**config.mk**
```make
export PLATFORM = sky130hd
export DESIGN_NAME = lock_code_programmer
export DESIGN_NICKNAME = d
export VERILOG_FILES = /design/src/rtl/lock_pkg.sv /design/src/rtl/prog_timeout_timer.sv /design/src/rtl/lock_code_programmer.sv
export SDC_FILE = /design/constraint.sdc
export NUM_CORES = 1
export LEC_CHECK = 0
export CAP_MARGIN = 5
export CORE_UTILIZATION = 30
export CTS_CLUSTER_DIAMETER = 80
export DETAILED_ROUTE_END_ITERATION = 16
export PLACE_DENSITY = 0.51
export SLEW_MARGIN = 20
export SYNTH_ARGS = -nofsm -noshare
export SYNTH_HDL_FRONTEND = slang
export SYNTH_SLANG_ARGS = --single-unit
```
**constraint.sdc**
```tcl
create_clock -name clk -period 5.2 [get_ports clk]
set_input_delay 1.3 -clock clk [delete_from_list [all_inputs] [get_ports clk]]
set_output_delay 1.3 -clock clk [all_outputs]
set_load 0.005 [all_outputs]
```
**src/rtl/lock_pkg.sv**
```systemverilog
// Shared definitions for the combination lock and its code programmer.
// State encoding, phase codes and the factory default unlock code.
package lock_pkg;

  typedef enum logic [2:0] {
    ST_IDLE    = 3'd0,
    ST_VERIFY  = 3'd1,
    ST_NEW     = 3'd2,
    ST_CONFIRM = 3'd3,
    ST_COMMIT  = 3'd4,
    ST_FAIL    = 3'd5
  } state_t;

  localparam logic [1:0] PHASE_IDLE    = 2'd0;
  localparam logic [1:0] PHASE_VERIFY  = 2'd1;
  localparam logic [1:0] PHASE_NEW     = 2'd2;
  localparam logic [1:0] PHASE_CONFIRM = 2'd3;

  localparam int CODE_W         = 24;
  localparam int BYTES_PER_CODE = 3;

  localparam logic [CODE_W-1:0] LOCK_DEFAULT_CODE = 24'hFF00FF;

  // COMMIT and FAIL are not entry phases, so the display shows IDLE there.
  function automatic logic [1:0] phase_of(state_t s);
    case (s)
      ST_VERIFY:  return PHASE_VERIFY;
      ST_NEW:     return PHASE_NEW;
      ST_CONFIRM: return PHASE_CONFIRM;
      default:    return PHASE_IDLE;
    endcase
  endfunction

endpackage

```
**src/rtl/prog_timeout_timer.sv**
```systemverilog
// Inactivity timer for the programming phases.
// expire fires on the edge where the count would reach TIMEOUT_CYC-1.
module prog_timeout_timer #(
  parameter int TIMEOUT_CYC = 250000000,
  parameter int TO_W        = 28
) (
  input  logic clk,
  input  logic rst,
  input  logic en,
  input  logic clr,
  output logic expire
);

  logic [TO_W-1:0] cnt;

  always_ff @(posedge clk or negedge rst) begin
    if (!rst)
      cnt <= '0;
    else if (!en || clr)
      cnt <= '0;
    else
      cnt <= cnt + TO_W'(1);
  end

  // A press in the same cycle clears the count and suppresses expiry.
  assign expire = en && !clr && (cnt == TO_W'(TIMEOUT_CYC - 2));

endmodule

```
**src/rtl/lock_code_programmer.sv**
```systemverilog
// Writer side of the 24-bit combination lock: verify old code, enter new
// code twice, then commit it to code_out.
//
// state   | meaning
// IDLE    | waiting for prog_req
// VERIFY  | collecting the current code
// NEW     | collecting the replacement code
// CONFIRM | collecting the replacement code again
// COMMIT  | one cycle, code_out updated
// FAIL    | one cycle, mismatch or timeout reported
module lock_code_programmer
  import lock_pkg::*;
#(
  parameter logic [23:0] DEFAULT_CODE = LOCK_DEFAULT_CODE,
  parameter int          TIMEOUT_CYC  = 250000000,
  parameter int          TO_W         = 28,
  parameter int          MAX_FAILS    = 3
) (
  input  logic        clk,
  input  logic        rst,
  input  logic        btn_pulse,
  input  logic [7:0]  code_8bit,
  input  logic        prog_req,
  input  logic        prog_abort,
  output logic [23:0] code_out,
  output logic        prog_busy,
  output logic [1:0]  phase,
  output logic [1:0]  byte_idx,
  output logic        prog_done,
  output logic        prog_fail,
  output logic        prog_timeout,
  output logic        prog_locked
);

  localparam int FC_W = $clog2(MAX_FAILS + 1);

  state_t          state_q, state_d;
  logic [1:0]      idx_d;
  logic [15:0]     cap_q, cap_d;
  logic [23:0]     new_q, new_d;
  logic [23:0]     assembled;
  logic [FC_W-1:0] fail_cnt;
  logic            is_timeout;
  logic            tmr_en, tmr_expire;

  assign tmr_en    = (state_q == ST_VERIFY) || (state_q == ST_NEW) || (state_q == ST_CONFIRM);
  assign assembled = {code_8bit, cap_q};

  prog_timeout_timer #(
    .TIMEOUT_CYC(TIMEOUT_CYC),
    .TO_W       (TO_W)
  ) u_timer (
    .clk   (clk),
    .rst   (rst),
    .en    (tmr_en),
    .clr   (btn_pulse | prog_abort),
    .expire(tmr_expire)
  );

  always_comb begin
    state_d    = state_q;
    idx_d      = byte_idx;
    cap_d      = cap_q;
    new_d      = new_q;
    is_timeout = 1'b0;
    case (state_q)
      ST_IDLE: begin
        if (prog_req && !prog_locked) begin
          state_d = ST_VERIFY;
          idx_d   = 2'd0;
          cap_d   = '0;
        end
      end
      ST_VERIFY, ST_NEW, ST_CONFIRM: begin
        if (prog_abort) begin
          state_d = ST_IDLE;
          idx_d   = 2'd0;
          cap_d   = '0;
          new_d   = '0;
        end else if (tmr_expire) begin
          state_d    = ST_FAIL;
          is_timeout = 1'b1;
          idx_d      = 2'd0;
          cap_d      = '0;
        end else if (btn_pulse) begin
          if (byte_idx < 2'd2) begin
            if (byte_idx == 2'd0) cap_d[7:0]  = code_8bit;
            else                  cap_d[15:8] = code_8bit;
            idx_d = byte_idx + 2'd1;
          end else begin
            idx_d = 2'd0;
            cap_d = '0;
            case (state_q)
              ST_VERIFY: state_d = (assembled == code_out) ? ST_NEW : ST_FAIL;
              ST_NEW: begin
                new_d   = assembled;
                state_d = ST_CONFIRM;
              end
              default:   state_d = (assembled == new_q) ? ST_COMMIT : ST_FAIL;
            endcase
          end
        end
      end
      default: state_d = ST_IDLE;
    endcase
  end

  always_ff @(posedge clk or negedge rst) begin
    if (!rst) begin
      state_q      <= ST_IDLE;
      byte_idx     <= 2'd0;
      cap_q        <= '0;
      new_q        <= '0;
      code_out     <= DEFAULT_CODE;
      fail_cnt     <= '0;
      prog_locked  <= 1'b0;
      prog_busy    <= 1'b0;
      phase        <= PHASE_IDLE;
      prog_done    <= 1'b0;
      prog_fail    <= 1'b0;
      prog_timeout <= 1'b0;
    end else begin
      state_q      <= state_d;
      byte_idx     <= idx_d;
      cap_q        <= cap_d;
      new_q        <= new_d;
      prog_busy    <= (state_d != ST_IDLE);
      phase        <= phase_of(state_d);
      prog_done    <= (state_d == ST_COMMIT);
      prog_fail    <= (state_d == ST_FAIL);
      prog_timeout <= is_timeout;
      if (state_d == ST_COMMIT) begin
        code_out <= new_q;
        fail_cnt <= '0;
      end
      if (state_d == ST_FAIL) begin
        if (fail_cnt != FC_W'(MAX_FAILS)) fail_cnt <= fail_cnt + FC_W'(1);
        if (fail_cnt >= FC_W'(MAX_FAILS - 1)) prog_locked <= 1'b1;
      end
    end
  end

endmodule

```
==> Word level (Yosys, flattened, before mapping) <==
Index checks and enable logic that the tools add are counted.
{ "totals": {"ff_bits": 106, "wordCells": 95, "in_bits": 13, "output_inout_bits": 33} }
{ "op_classes": {"n_addsub": 3, "n_bitwise": 1, "muxes": 36, "n_eq_ne": 18, "magnitude_cmp": 2, "reduce_logical": 21} }
{ "ops": {"columns": ["cell", "n"], "rows": [
  ["24-bit 2-to-1 mux", 5],
  ["16-bit 2-to-1 mux", 5],
  ["24-bit equality test", 2],
  ["16-bit case mux with 2 select lines", 1],
  ["28-bit by 1-bit adder with 28-bit output, second input constant", 1],
  ["28-bit equality test, second input constant", 1],
  ["28-bit 2-to-1 mux", 1],
  ["3-bit 2-to-1 mux", 6],
  ["2-bit 2-to-1 mux", 8],
  ["8-bit 2-to-1 mux", 2],
  ["3-bit by 2-bit equality test with 1-bit output, second input constant", 4],
  ["3-bit case mux with 2 select lines", 2],
  ["5-bit != test, second input constant", 2],
  ["2-bit != test, second input constant", 4],
  ["4-bit AND reduction", 2],
  ["3-bit by 1-bit equality test with 1-bit output, second input constant", 2],
  ["3-bit equality test, second input constant", 2],
  ["2-bit case mux with 3 select lines", 1],
  ["2-bit nonzero test", 3],
  ["5-bit AND reduction", 1],
  ["2-bit by 1-bit adder with 2-bit output, second input constant", 2],
  ["1-bit 2-to-1 mux", 4],
  ["4-bit != test, second input constant", 1],
  ["2-bit case mux with 2 select lines", 1],
  ["other kinds (12)", 18]
]} }

==> Depth between registers and ports, before layout <==
Gate-level depths: netlist of the first run.
{ "depth": {"ltp_word": 12, "mapped_depth": 10, "ltp_nobuf": 10} }

==> Cells and area by module <==
From an unflattened synthesis of the first run, not the netlist that was laid out.
{ "hier_totals": {"hier_cells": 531, "hier_area_um2": 5413.9} }
{ "by_module_without_submodules": {"columns": ["module", "area_each_um2", "n_inst", "cells_per_inst", "seq_area_each_um2"], "rows": [
  ["lock_code_programmer", 3851.2, 1, 367, 1971.9],
  ["prog_timeout_timer", 1562.7, 1, 164, 700.7]
]} }

==> Worst setup path before layout of the first run <==
Ideal clock, no wire load.
{ "synth_timing": {"path_kind": "input port to flip-flop", "startpoint": "in btn_pulse", "endpoint": "reg code_out[10]", "slack_ps": 2076, "n_path_buf": 1, "setup_time_ps": 125, "cell_stages": 7, "t_required_ps": 5075, "arrival_time_ps": 2999, "path_cell_list": "or4_4 nor3_4 a211oi_1 o21a_1 nand3_4 buf_6 mux2_4"} }
{ "synth_via": {"elab_chain_cells": 8, "word_cells_on_any_way": 9, "classes_between": "eq/ne (1); mux (4); bitwise (1); reduce/logical (3)"} }
{ "synth_lines": {"columns": ["element", "line", "source"], "rows": [
  ["start, declared", "lock_code_programmer.sv:21", "input logic btn_pulse,"],
  ["1-bit bitwise OR", "lock_code_programmer.sv:56", ".clr (btn_pulse | prog_abort),"],
  ["1-bit logical NOT", "prog_timeout_timer.sv:26", "assign expire = en && !clr && (cnt == TO_W'(TIMEOUT_CYC - 2));"],
  ["1-bit logical AND (2 in series)", "prog_timeout_timer.sv:26", null],
  ["3-bit 2-to-1 mux (*)", "lock_code_programmer.sv:80", "end else if (tmr_expire) begin"],
  ["3-bit 2-to-1 mux (*)", "lock_code_programmer.sv:75", "if (prog_abort) begin"],
  ["3-bit case mux with 2 select lines (*)", "lock_code_programmer.sv:66", "case (state_q)"],
  ["3-bit equality test (*)", "lock_code_programmer.sv:132", "if (state_d == ST_COMMIT) begin"],
  ["end signal, assigned", "lock_code_programmer.sv:133", "code_out <= new_q;"],
  ["end, declared", "lock_code_programmer.sv:25", "output logic [23:0] code_out,"]
]} }
Every way passes the cells marked *; elsewhere a longest branch is shown, timed or not.
A chain may end at the register's enable or synchronous reset.

==> Worst setup path in the final report of the first run <==
{ "layout_timing": {"startpoint": "in btn_pulse", "endpoint": "reg code_out[8]"} }
The elaborated chain is that of the path after synthesis.

==> results of run 1 <==
-- how the worst max path moves through the flow --
stage	from	to	slack (ns)
6_report	btn_pulse	code_out[8]$_DFFE_PN0P_	1.21
5_1_grt	prog_abort	code_out[13]$_DFFE_PN0P_	1.04
3_5_place_dp	btn_pulse	code_out[12]$_DFFE_PN0P_	0.82
3_3_place_gp	btn_pulse	code_out[12]$_DFFE_PN0P_	0.88
2_1_floorplan	btn_pulse	code_out[10]$_DFFE_PN0P_	2.08
4_1_cts	btn_pulse	code_out[8]$_DFFE_PN0P_	1.21
-- cell type report --
type	instances	area, um^2	area share (%)
Clock buffer	9	225	3.71
Timing Repair Buffer	46	455	7.51
Clock inverter	7	85.1	1.40
Sequential cell	106	2670	44.1
Multi-Input combinational cell	299	2310	38.1
Tap cell	220	275	4.54
Inverter	10	37.5	0.619
-- metrics by stage --
step / cell area (um^2) / hold WS, ns
after floorplan: 5080 / 0.474
after CTS: 6050 / 0.523
after global routing: 6060 / 0.557
final: 6060 / 0.514
after global placement: 5740 / 0.498
after detailed placement: 5740 / 0.507
-- synth_stat cells (2+ instances only) --
library cell	instances	area [um^2]
inv_1	10	37.5
nand2b_1	2	12.5
xor2_1	24	210
o21bai_1	2	15.0
a21boi_0	2	15.0
nand4_1	15	93.8
and4_1	2	17.5
a21oi_1	9	45.0
nand3_1	13	65.1
xnor2_1	45	394
a211oi_1	2	15.0
buf_6	3	33.8
o21ai_0	10	50.1
o211ai_1	3	22.5
mux2_2	21	236
ha_1	4	50.1
clkbuf_1	9	33.8
nor2_1	33	124
nor3_1	10	50.1
nand2_1	15	56.3
nor4bb_1	3	30.0
and2_1	11	68.8
a22o_1	24	210
dfstp_2	16	420
dfrtp_1	90	2250
nor4_1	4	25.0
and3_1	5	31.3
or3_1	7	43.8
mux2_4	19	285
o21a_1	2	15.0
-- state kept, by name, indices dropped and copies added, names as in the netlist --
name,count
byte_idx,2
cap_q,16
code_out,24
fail_cnt,2
new_q,24
phase,2
prog_busy,1
prog_done,1
prog_fail,1
prog_locked,1
prog_timeout,1
state_q,3
u_timer.cnt,28
-- report_power, final --
group | switching, mW | internal, mW | total, mW
sequential | 0.0801 | 0.892 | 0.972
combinational | 0.261 | 0.212 | 0.473
clock | 0.332 | 0.383 | 0.715
total | 0.673 | 1.49 | 2.16
-- cell families (layout without fill, tap and decap cells) --
logic type / Yosys count / in the layout / share of synthesized area [%]
and+or+nand+nor: 130 / 130 / 14.1
AOI/OAI and AO/OA: 56 / 56 / 7.98
DFF: 106 / 106 / 52.6
adders and majority gates: 4 / 4 / 0.985
buffers and inverters: 23 / 72 / 2.17
muxes: 40 / 40 / 10.3
xor gates and xnor gates: 69 / 69 / 11.9
-- worst max-delay path: cells and delay by family --
kind                   cells  cell delay, ns
and+or+nand+nor            3            1.58
muxes                      1            0.46
AOI/OAI and AO/OA          1            0.39
buffers and inverters      1            0.47
-- metal layers --
layer  track usage [%]  routed length (um)
met2              22.1                5310
met5                 0                   0
met4              4.26                 172
met1              20.1                5700
met3              3.54                 421
==> run metrics, run 1 <==
Synth warnings=0; via count of the routed design=3,386; mean post-synth cell area=11.9 um^2; Routed WL=11.6 mm; Final Util=36.6%; P_leak=2.58 nW; Non-Filler Instances=697; cell row count=47; Slew @ Worst Pin=1.13 ns; Final Cycle Share=76.8%; Critical Path Max Stage Delay=0.75 ns; NumNets Final=489; worst path cell trace=clkdlybuf4s50_1, or4_4, nor3_4, o21a_1, nand3_4, mux2_4; Worst setup EP type=flip-flop; Max Fclk=250 MHz; ANT cells=0; DIE HEIGHT=132 um; fraction of layout cells with a size suffix above 1=17.4%; syn nets=445; highest-delay cell along the critical path=or4_4; Crit Path Max Fanout=30; Seq/Total Area, Yosys=52.6%; Area growth syn-to-layout=19.3%; unrepaired setup endpoints after global routing=false; Min-Delay Path Class=reg2reg; commonest non-fill, non-tap cells in the layout=dfrtp_1 (90), xnor2_1 (45), clkdlybuf4s50_1 (44); routed vias/inst=4.86; DP Cell Count=681; Place WS=0.817 ns; Critical Path RT=5.44 ns; Main synth FF type=dfrtp_1; endpoints failing setup=0; Sink Count=106; relative slew slack=24.9%; Port Buf Inserts=45; vias in the first global route=3,576; total gr overflow=0; Bufs on Longest Clock Path=2; worst skew pair latency=0.36 ns; initial DRC count=219; # resized after CTS=0; Initial Utilization=30.6%; DR pass1 iterations=4; synthesized cell area=5080 um^2; antenna violations before repair=0; global-route wire length before repair=19.5 mm; Pins Over Slew Limit=0; asr flop ratio synth=100%; max cap viols=0; flop-to-flop setup slack=2.18 ns; Post-DP HPWL=7.94 mm; hold_sp=prog_locked$_DFFE_PN0P_; outcome=finished clean; FF-to-FF path depth=5; WHS Endpoint=prog_locked$_DFFE_PN0P_; I/O pin total=46; Final Hold Viols=0; worst setup margin=1.21 ns; setup TNS=0 ns; Yosys reg bits=106; FILL cells=1,665; Die X-Extent=132 um; Final ANT Viol Nets=0; wire length per cell=16.6 um; largest net degree at the start of global routing=69; Data arrival, critical path=4.23 ns; pwr dens=356 nW/um^2; end of the worst register-to-register path=code_out[8]$_DFFE_PN0P_; Hold Path Stages=1; Worst Skew=0.0116 ns; Post-synth EDFFs=0; Core ar.=16,600 um^2; hold buffer count at cts=0; clk root buf=clkbuf_16; leading cell type in the layout, fill and taps excluded=dfrtp_1; worst vdd ir=0.159 mV; Synth cell types=43; RePlAce Congestion=0.778; CTS tree=built; Final Critical Period=3.99 ns; Synth Instances=428; GRT Resource Usage Total=14.4%; Design Power=2.16 mW; startpoint types=input pin; H-tree levels=3; postcts setup bufs=0; reg-to-reg startpoint=state_q[2]$_DFF_PN0_; Reg clk slew, reported paths=0.07 ns; DRC viols=0; total CTS buffers=9; Die Area=17,500 um^2; critical path class=in2reg
(Power assumes the default switching activity.)
==> run 2: changes to the inputs <==
Clock period 5.2 ns to 3.7 ns, I/O delays scaled along.
==> run 2 against run 1 <==
- via count fell by 0.95%
- die area did not move
- first-iteration DRC count down 6.4%
- non-clock buffer count up 10
- clock skew decreased by 0.0025 ns
- critical path type unchanged
- critical endpoint is now code_out[12]$_DFFE_PN0P_
==> run metrics, run 2 (synthesis results as in run 1) <==
biggest regs=u_timer.cnt (28), code_out (24), new_q (24); Min-Delay Path Class=reg2reg; ANT cells=0 (unchanged); DRT met1 WL=5.75 mm (+0.95%); Slew @ Worst Pin=1.10 ns (-0.0225 ns); antenna violations before repair=0 (unchanged); Max Fclk=322 MHz; Final Util=37.2% (+0.59 points); max reg flops=28 (unchanged); startpoint types=input pin; Final Cycle Share=83.9%; met3 WL=470 um (+12%); max layer used=met4; FF-to-FF path depth=9 (+4); leading cell type in the layout, fill and taps excluded=dfrtp_1; routed wl met2=5.27 mm (-0.66%); via count of the routed design=3,354 (-0.95%); worst path cell trace=clkdlybuf4s50_1, xnor2_1, nand4_1, nor3_1, buf_4, a211oi_1, o21a_1, nand3_4, buf_12, mux2_4; Critical Path Max Stage Delay=0.50 ns (-0.25 ns); initial DRC count=205 (-6.4%); endpoints failing setup=0 (unchanged); hold buffer count at cts=0 (unchanged); Worst setup EP type=flip-flop; P_leak=2.64 nW (+2.2%); max cap viols=0 (unchanged); critical path class=in2reg; worst vdd ir=0.313 mV (+96%); NumNets Final=499 (+2.0%); setup TNS=0 ns (unchanged); outcome=finished clean; wire length per cell=16.4 um (-1.4%); DR pass1 iterations=4 (unchanged); Post-DP HPWL=7.95 mm (about the same); Data arrival, critical path=3.34 ns (-0.89 ns); Port Buf Inserts=45 (unchanged); I/O pin total=46 (unchanged); kind of cell adding the most delay to the critical path=buffers and inverters; Routed WL=11.6 mm (about the same); highest-delay cell along the critical path=clkdlybuf4s50_1; Final Critical Period=3.10 ns; hold_sp=prog_locked$_DFFE_PN0P_; RePlAce Congestion=0.734 (-5.6%); Worst Path Buf+Inv=3 (+2); Critical Path RT=3.94 ns (-1.50 ns); Reg clk slew, reported paths=0.07 ns (about the same); Core ar.=16,600 um^2 (unchanged); Hold Path Stages=1 (unchanged); FILL cells=1,637 (-1.7%); cell row count=47 (unchanged); Critical Path Stages=10 (+4); Sink Count=106 (unchanged); largest net degree at the start of global routing=57 (-17%); commonest non-fill, non-tap cells in the layout=dfrtp_1 (90), xnor2_1 (45), clkdlybuf4s50_1 (44); global-route wire length before repair=19.4 mm (-0.99%); routed vias/inst=4.74 (-2.3%); postcts setup bufs=0 (unchanged); DIE HEIGHT=132 um (unchanged); Non-Filler Instances=707 (+1.4%); Pins Over Slew Limit=0 (unchanged); CTS tree=built; clk root buf=clkbuf_16; H-tree levels=3 (unchanged); Crit Path Max Fanout=25 (-17%); Design Power=3.08 mW (+43%); vias in the first global route=3,558 (-0.50%); DRC viols=0 (unchanged); register with the most flip-flops=u_timer.cnt; total gr overflow=0 (unchanged); origin of the worst setup path=code_8bit[1]; DP Cell Count=691 (+1.5%); relative slew slack=26.4% (+1.5 points); Final ANT Viol Nets=0 (unchanged); Area growth syn-to-layout=21.2%; reg-to-reg startpoint=state_q[2]$_DFF_PN0_; worst skew pair latency=0.35 ns (about the same); Die X-Extent=132 um (unchanged); # resized after CTS=0 (unchanged); GRT Resource Usage Total=14.3% (-0.073 points); total CTS buffers=9 (unchanged); unrepaired setup endpoints after global routing=false; Bufs on Longest Clock Path=2 (unchanged); pwr dens=501 nW/um^2 (+41%); fraction of layout cells with a size suffix above 1=18.3% (+0.87 points); Die Area=17,500 um^2 (unchanged); Initial Utilization=30.6% (unchanged); Final Hold Viols=0 (unchanged); Worst Skew=0.00913 ns (-0.00247 ns)
run 2: cell types whose count changed in the layout (fill, tap and decap cells not counted), moves of 2 or more:
cell,before,now
buf_12,0,2
buf_4,2,10
clkinv_2,0,2
clkinv_4,3,0
inv_6,2,0
o21bai_1,0,2
o21bai_2,2,0
run 2: cell type report:
type	count	area [um^2]	area share, %
sequential	106	2670	43.4
multi-input combinational	299	2300	37.3
timing repair buffer	56	556	9.02
tap	220	275	4.47
clock buffer	11	243	3.94
clock inverter	5	77.6	1.26
inverter	10	37.5	0.609
run 2: power breakdown:
| part | internal (mW) | leakage, nW | switching (mW) |
|---|---|---|---|
| logic | 0.319 | 1.07 | 0.362 |
| registers | 1.25 | 1.41 | 0.115 |
| clock network | 0.610 | 0.156 | 0.423 |
| total | 2.18 | 2.64 | 0.901 |
run 2: worst register-to-register path, delay by kind of cell (launching register included):
| kind | cells | cell delay (ns) |
|---|---|---|
| AOI/OAI and AO/OA | 2 | 0.29 |
| buffers and inverters | 2 | 0.41 |
| DFF | 1 | 0.48 |
| muxes | 1 | 0.33 |
| and+or+nand+nor | 4 | 1.00 |
run 2: path summary, 6_finish.rpt:
path                                             end  slack (ns)
min reg2reg                  prog_locked$_DFFE_PN0P_        0.49
max in group asynchronous    code_out[5]$_DFFE_PN1P_        2.25
min                          prog_locked$_DFFE_PN0P_        0.49
max reg2reg                 code_out[12]$_DFFE_PN0P_        1.07
max                         code_out[12]$_DFFE_PN0P_        0.60
min in group asynchronous  u_timer.cnt[15]$_DFF_PN0_        0.63
run 2: per-layer routing:
layer,up-vias,global-route usage [%]
li1,1611,-
met1,1664,20.1
met2,72,21.7
met3,7,4.31
met4,0,3.10
met5,-,0
run 2: stage by stage:
step,area (um^2),worst slack (ns),hold slack [ns]
after floorplan,5080,0.951,0.474
after global placement,5840,0.216,0.481
after detailed placement,5840,0.259,0.487
after CTS,6160,0.616,0.502
after global routing,6160,0.496,0.527
final,6160,0.595,0.495
